## config.mk

```make
export PLATFORM = sky130hd
export DESIGN_NAME = fifo_serial_tx
export DESIGN_NICKNAME = d
export VERILOG_FILES = /design/src/rtl/fifo_serial_tx.sv
export SDC_FILE = /design/constraint.sdc
export NUM_CORES = 1
export LEC_CHECK = 0
export CAP_MARGIN = 20
export CORE_AREA = 2 2 67 69
export DETAILED_ROUTE_END_ITERATION = 16
export DIE_AREA = 0 0 69 71
export DONT_BUFFER_PORTS = 1
export GPL_TIMING_DRIVEN = 0
export PLACE_DENSITY = 0.47
export SETUP_SLACK_MARGIN = 0.15
export SKIP_LAST_GASP = 1
export SYNTH_ARGS = -nofsm -noshare
export SYNTH_HDL_FRONTEND = slang
export SYNTH_SLANG_ARGS = --single-unit
```

## constraint.sdc

```tcl
create_clock -name clk -period 2.2 [get_ports clk]
set_input_delay 0.33 -clock clk [delete_from_list [all_inputs] [get_ports clk]]
set_output_delay 0.33 -clock clk [all_outputs]
set_load 0.05 [all_outputs]
```

## src/rtl/fifo_serial_tx.sv

```systemverilog
// rtl/fifo_serial_tx.sv - pops FIFO words and sends each as a start/data(LSB first)/stop serial frame; parity via FIFO_SERIAL_TX_PARITY_EN
module fifo_serial_tx #(
   parameter int M            = 16,
   parameter int CLKS_PER_BIT = 4
) (
   input  logic         clk,
   input  logic         rst,
   input  logic [M-1:0] din,
   input  logic         empty,
   output logic         read,
   output logic         tx,
   output logic         busy
);

   localparam int CW = (CLKS_PER_BIT > 1) ? $clog2(CLKS_PER_BIT) : 1;
   localparam int IW = $clog2(M) + 1;
   localparam logic [CW-1:0] CNT_LAST = CW'(CLKS_PER_BIT - 1);
   localparam logic [IW-1:0] IDX_LAST = IW'(M - 1);

   typedef enum logic [2:0] {
      S_IDLE,
      S_START,
      S_DATA,
      S_PARITY,
      S_STOP
   } state_t;

   state_t          r_state;
   state_t          w_state_next;
   logic [M-1:0]    r_shift;
   logic [M-1:0]    w_shift_next;
   logic [CW-1:0]   r_cnt;
   logic [CW-1:0]   w_cnt_next;
   logic [IW-1:0]   r_idx;
   logic [IW-1:0]   w_idx_next;
   logic            r_tx;
   logic            r_busy;
   logic            w_tx_next;
   logic            w_busy_next;
   logic            w_read;
   logic            w_cnt_done;
   logic            w_par;

   assign w_cnt_done = (r_cnt == CNT_LAST);
   assign read       = w_read;
   assign tx         = r_tx;
   assign busy       = r_busy;

`ifdef FIFO_SERIAL_TX_PARITY_EN
   logic r_par;
   // Even parity of the popped word, captured at pop time since the shift register is consumed.
   always_ff @(posedge clk or negedge rst) begin
      if (!rst) begin
         r_par <= 1'b0;
      end else if (w_read) begin
         r_par <= ^din;
      end
   end
   assign w_par = r_par;
`else
   assign w_par = 1'b0;
`endif

   // Frame sequencing: next state, shift/counter updates, pop strobe and next line level.
   always_comb begin
      w_state_next = r_state;
      w_shift_next = r_shift;
      w_cnt_next   = r_cnt;
      w_idx_next   = r_idx;
      w_read       = 1'b0;
      case (r_state)
         S_IDLE: begin
            if (!empty && rst) begin
               w_read       = 1'b1;
               w_shift_next = din;
               w_cnt_next   = '0;
               w_idx_next   = '0;
               w_state_next = S_START;
            end
         end
         S_START: begin
            if (w_cnt_done) begin
               w_cnt_next   = '0;
               w_idx_next   = '0;
               w_state_next = S_DATA;
            end else begin
               w_cnt_next = r_cnt + 1'b1;
            end
         end
         S_DATA: begin
            if (w_cnt_done) begin
               w_cnt_next   = '0;
               w_shift_next = r_shift >> 1;
               if (r_idx == IDX_LAST) begin
                  w_idx_next = '0;
`ifdef FIFO_SERIAL_TX_PARITY_EN
                  w_state_next = S_PARITY;
`else
                  w_state_next = S_STOP;
`endif
               end else begin
                  w_idx_next = r_idx + 1'b1;
               end
            end else begin
               w_cnt_next = r_cnt + 1'b1;
            end
         end
`ifdef FIFO_SERIAL_TX_PARITY_EN
         S_PARITY: begin
            if (w_cnt_done) begin
               w_cnt_next   = '0;
               w_state_next = S_STOP;
            end else begin
               w_cnt_next = r_cnt + 1'b1;
            end
         end
`endif
         S_STOP: begin
            if (w_cnt_done) begin
               w_cnt_next   = '0;
               w_state_next = S_IDLE;
            end else begin
               w_cnt_next = r_cnt + 1'b1;
            end
         end
         default: begin
            w_state_next = S_IDLE;
            w_cnt_next   = '0;
            w_idx_next   = '0;
         end
      endcase
   end

   // Line level and busy are derived from the upcoming state so the registered outputs line up with it.
   always_comb begin
      w_tx_next   = 1'b1;
      w_busy_next = (w_state_next != S_IDLE);
      case (w_state_next)
         S_START:  w_tx_next = 1'b0;
         S_DATA:   w_tx_next = w_shift_next[0];
         S_PARITY: w_tx_next = w_par;
         default:  w_tx_next = 1'b1;
      endcase
   end

   // State, datapath and registered outputs; reset abandons any frame in flight.
   always_ff @(posedge clk or negedge rst) begin
      if (!rst) begin
         r_state <= S_IDLE;
         r_shift <= '0;
         r_cnt   <= '0;
         r_idx   <= '0;
         r_tx    <= 1'b1;
         r_busy  <= 1'b0;
      end else begin
         r_state <= w_state_next;
         r_shift <= w_shift_next;
         r_cnt   <= w_cnt_next;
         r_idx   <= w_idx_next;
         r_tx    <= w_tx_next;
         r_busy  <= w_busy_next;
      end
   end

endmodule

```

==> reports/results.md <==
| Item | This run | Unit |
|:---|:---|:---|
| Run status | finished clean | - |
| Number of sinks on the clock net | 28 | - |
| Slew of the pin with the lowest slew margin | 0.460 | ns |
| RSZ-0062 raised after global routing | false | - |
| Count of endpoints failing setup in the final report | 0 | - |
| List of cells traversed by the critical path | buf_6 > or2_4 > nor3_4 > buf_6 | - |
| GR Overflow Total | 0 | - |
| Net switching fraction of the power | 38.3 | % |
| Area leader, netlist | dfrtp_1 | - |
| Placement row count | 24 | - |
| Critical path class | flip-flop to primary output | - |
| Proportion of synthesized chip area in sequential cells | 49.5 | % |
| Width of the die | 69 | um |
| RD Place Congestion | 0.788 | - |
| Number of design-rule violations left by the first detailed-router iteration | 48 | - |
| H-tree levels | 1 | - |
| Flip-flop and latch count after synthesis | 28 | - |
| Final Hold Fails | 0 | - |
| DRC errors left | 0 | - |
| Yosys warnings | 0 | - |
| Cell family with the largest share of critical-path delay | simple AND/OR/NAND/NOR gates | - |
| Clock Pin Slew Worst Setup and Hold Paths | 0.09 | ns |
| Routed len/inst | 15.0 | um |
| Count of buffers inserted at the top-level ports | 0 | - |
| Chip height | 71 | um |
| Power density relative to cell area | 1260 | nW/um2 |
| Combinational share of power | 38.3 | % |
| Signed area change from the synthesized netlist to the final layout | 11.1 | % |
| Endpoint class of the critical path | primary output | - |
| Psw | 0.000764 | W |
| Number of max-capacitance violations reported | 0 | - |
| Net total in the final layout | 167 | - |
| Count of unique library cells instantiated by Yosys | 38 | - |
| Overall routed net length | 2950 | um |
| Synth top area cells | dfrtp_1 48%, nand2_1 9.3%, a22oi_1 9.0% | - |
| Total number of vias | 1038 | - |
| Initial standard-cell utilization of the core | 33.7 | % |
| Worst-Skew Late Latency | 0.27 | ns |
| Req. time, crit path | 1.87 | ns |
| Post-synthesis async set-or-reset flop share | 100 | % |
| Worst path buffer plus inverter count | 2 | - |
| DP Wirelength | 2050 | um |
| Pin count of the biggest net entering global routing | 29 | - |
| Number of enable-type register cells in the synthesized netlist | 0 | - |
| Crit path top cell by count | buf_6 | - |
| Pre-antenna DRT Iters | 4 | - |
| Core ar. | 4200 | um2 |
| Clock power share | 16.0 | % |
| Total standard cell area after synthesis | 1420 | um2 |
| Final Max Tran Viols | 0 | - |
| Initial antenna violation count | 0 | - |
| Worst Hold Margin | 0.176 | ns |
| I/O pin count | 22 | - |
| Clock root buffer master | clkbuf_8 | - |
| Relative slew slack | 69.4 | % |
| Min-delay worst type | primary input to flip-flop | - |
| Slowest cell on the critical path | dfrtp_1 | - |
| Worst path max stage delay | 0.40 | ns |
| Overall track demand over capacity in global routing | 13.1 | % |
| Final Cycle Share | 87.3 | % |
| Per-instance average area after synthesis | 10.3 | um2 |
| Inserted Clock Buffers | 3 | - |
| Maximum achievable frequency | 521 | MHz |
| Critical Path Fanout Max | 10 | - |
| Number of global-route vias before repair | 1105 | - |
| CTS tree | built | - |
| Number of antenna cells inserted | 0 | - |
| Number of instances in the synthesized netlist | 138 | - |
| Maximum buffer depth of the clock tree | 2 | - |
| Global-route wire length before repair | 5130 | um |
| Endpoint arrival time on the critical path | 1.59 | ns |
| Sequential share of power | 45.7 | % |
| Vias per inst | 5.27 | - |
| Lkg Pwr | 0.735 | nW |
| Setup skew after layout | 0.00225 | ns |
| Synth Net Count | 159 | - |
| Final critical path time including I/O delays and setup | 1.92 | ns |
| Remaining number of nets flagged by the antenna check after routing | 0 | - |
| Fraction of final layout cells sized beyond drive strength 1 | 15.9 | % |
| Floorplan die area | 4900 | um2 |
| Sum of negative setup slack | 0 | ns |
| Number of gates given a new drive strength after cts | 0 | - |
| Internal Dissipation | 0.00123 | W |
| Worst IR Drop VDD | 0.000403 | V |
| Most used flip-flop cell after synthesis | dfrtp_1 | - |
| Top cell type's share of synthesized area | 47.7 | % |
| Nature of the critical path startpoint | flip-flop | - |
[repair_timing]
action                                  4_1_cts  5_1_grt
endpoints found under the setup margin        1        0
buffers inserted                              1        0
hold buffers                                  2        0
hold endpoints to repair                     28        0
[cell families (layout without fill, tap and decap cells)]
kind of cell	after synthesis	after routing	synth area share, %
AOI/OAI and AO/OA	35	35	19.9
buffers and inverters	10	17	5.12
adders and majority gates	2	2	1.76
and+or+nand+nor	61	61	22.2
DFF	28	28	49.5
xor gates and xnor gates	1	1	0.618
muxes	1	1	0.794
[cells in the final DEF, fill, tap and decap left out, types with 2 or more instances in the layout]
cell / Yosys / layout
a2bb2oi_1: 2 / 2
o21ai_0: 4 / 4
dfrtp_1: 27 / 27
buf_2: 4 / 4
nor2_1: 6 / 6
nand2b_1: 2 / 2
nor2b_1: 5 / 5
a22oi_1: 17 / 17
clkbuf_8: 0 / 4
nor4_1: 2 / 2
a31oi_1: 2 / 2
nand2_1: 35 / 35
buf_6: 3 / 3
nor3_1: 2 / 2
ha_1: 2 / 2
buf_4: 2 / 3
[routing by layer]
layer / wire [um] / global-route usage, %
met5: 0 / 0
met2: 1460 / 22.5
met3: 76 / 2.42
met4: 46 / 5.01
met1: 1370 / 16.5
[synth_stat cells (2+ instances only)]
cell	n
buf_2	4
a2bb2oi_1	2
nor4_1	2
buf_6	3
nand2_1	35
o21ai_0	4
nor3_1	2
buf_4	2
nor2_1	6
nor2b_1	5
ha_1	2
dfrtp_1	27
a22oi_1	17
a31oi_1	2
nand2b_1	2
[sequential cells by signal, summed over array words and instances (netlist names)]
signal,count
r_shift,16
r_idx,5
tx,1
r_state,3
busy,1
r_cnt,2
[worst paths after layout]
check | start | endpoint | slack (ns) | depth (start not counted)
worst max-delay path | r_state[1] | read | 0.28 | 4
worst min-delay path | din[12] | r_shift[12] | 0.18 | 2
worst max register to register | r_cnt[0] | r_shift[11] | 0.42 | 8
worst min register to register | r_shift[0] | r_shift[0] | 0.48 | 2
max in group asynchronous | rst | tx | 1.48 | 2
min in group asynchronous | rst | r_idx[1] | 0.48 | 2
[power groups by stage]
stage / sequential, W / combinational [W] / clock, W
floorplan: 0.000885 / 0.000632 / 0
global placement: 0.000919 / 0.000718 / 0
detailed placement: 0.000922 / 0.000747 / 0
CTS: 0.000912 / 0.000773 / 0.000335
global route: 0.000934 / 0.000890 / 0.000351
finish: 0.000910 / 0.000762 / 0.000319
[final cells by class]
cell class                      count  area (um2)
Fill cell                         432        2630
Sequential cell                    28         702
Multi-Input combinational cell    100         643
Buffer                              9        68.8
Tap cell                           52        65.1
Clock buffer                        4        55.1
Timing Repair Buffer                3        37.5
Inverter                            1        3.75
[metrics by stage]
step,std cells,power [W],instance area [um2],setup slack [ns],util [%]
2_1_floorplan,138,0.00152,1420,0.618,-
3_3_place_gp,190,0.00164,1480,0.461,35.3
3_5_place_dp,190,0.00167,1480,0.435,35.3
4_1_cts,197,0.00202,1580,0.255,37.5
5_1_grt,197,0.00217,1580,0.188,37.5
6_report,197,0.00199,1580,0.280,37.5
(Power assumes the default switching activity.)
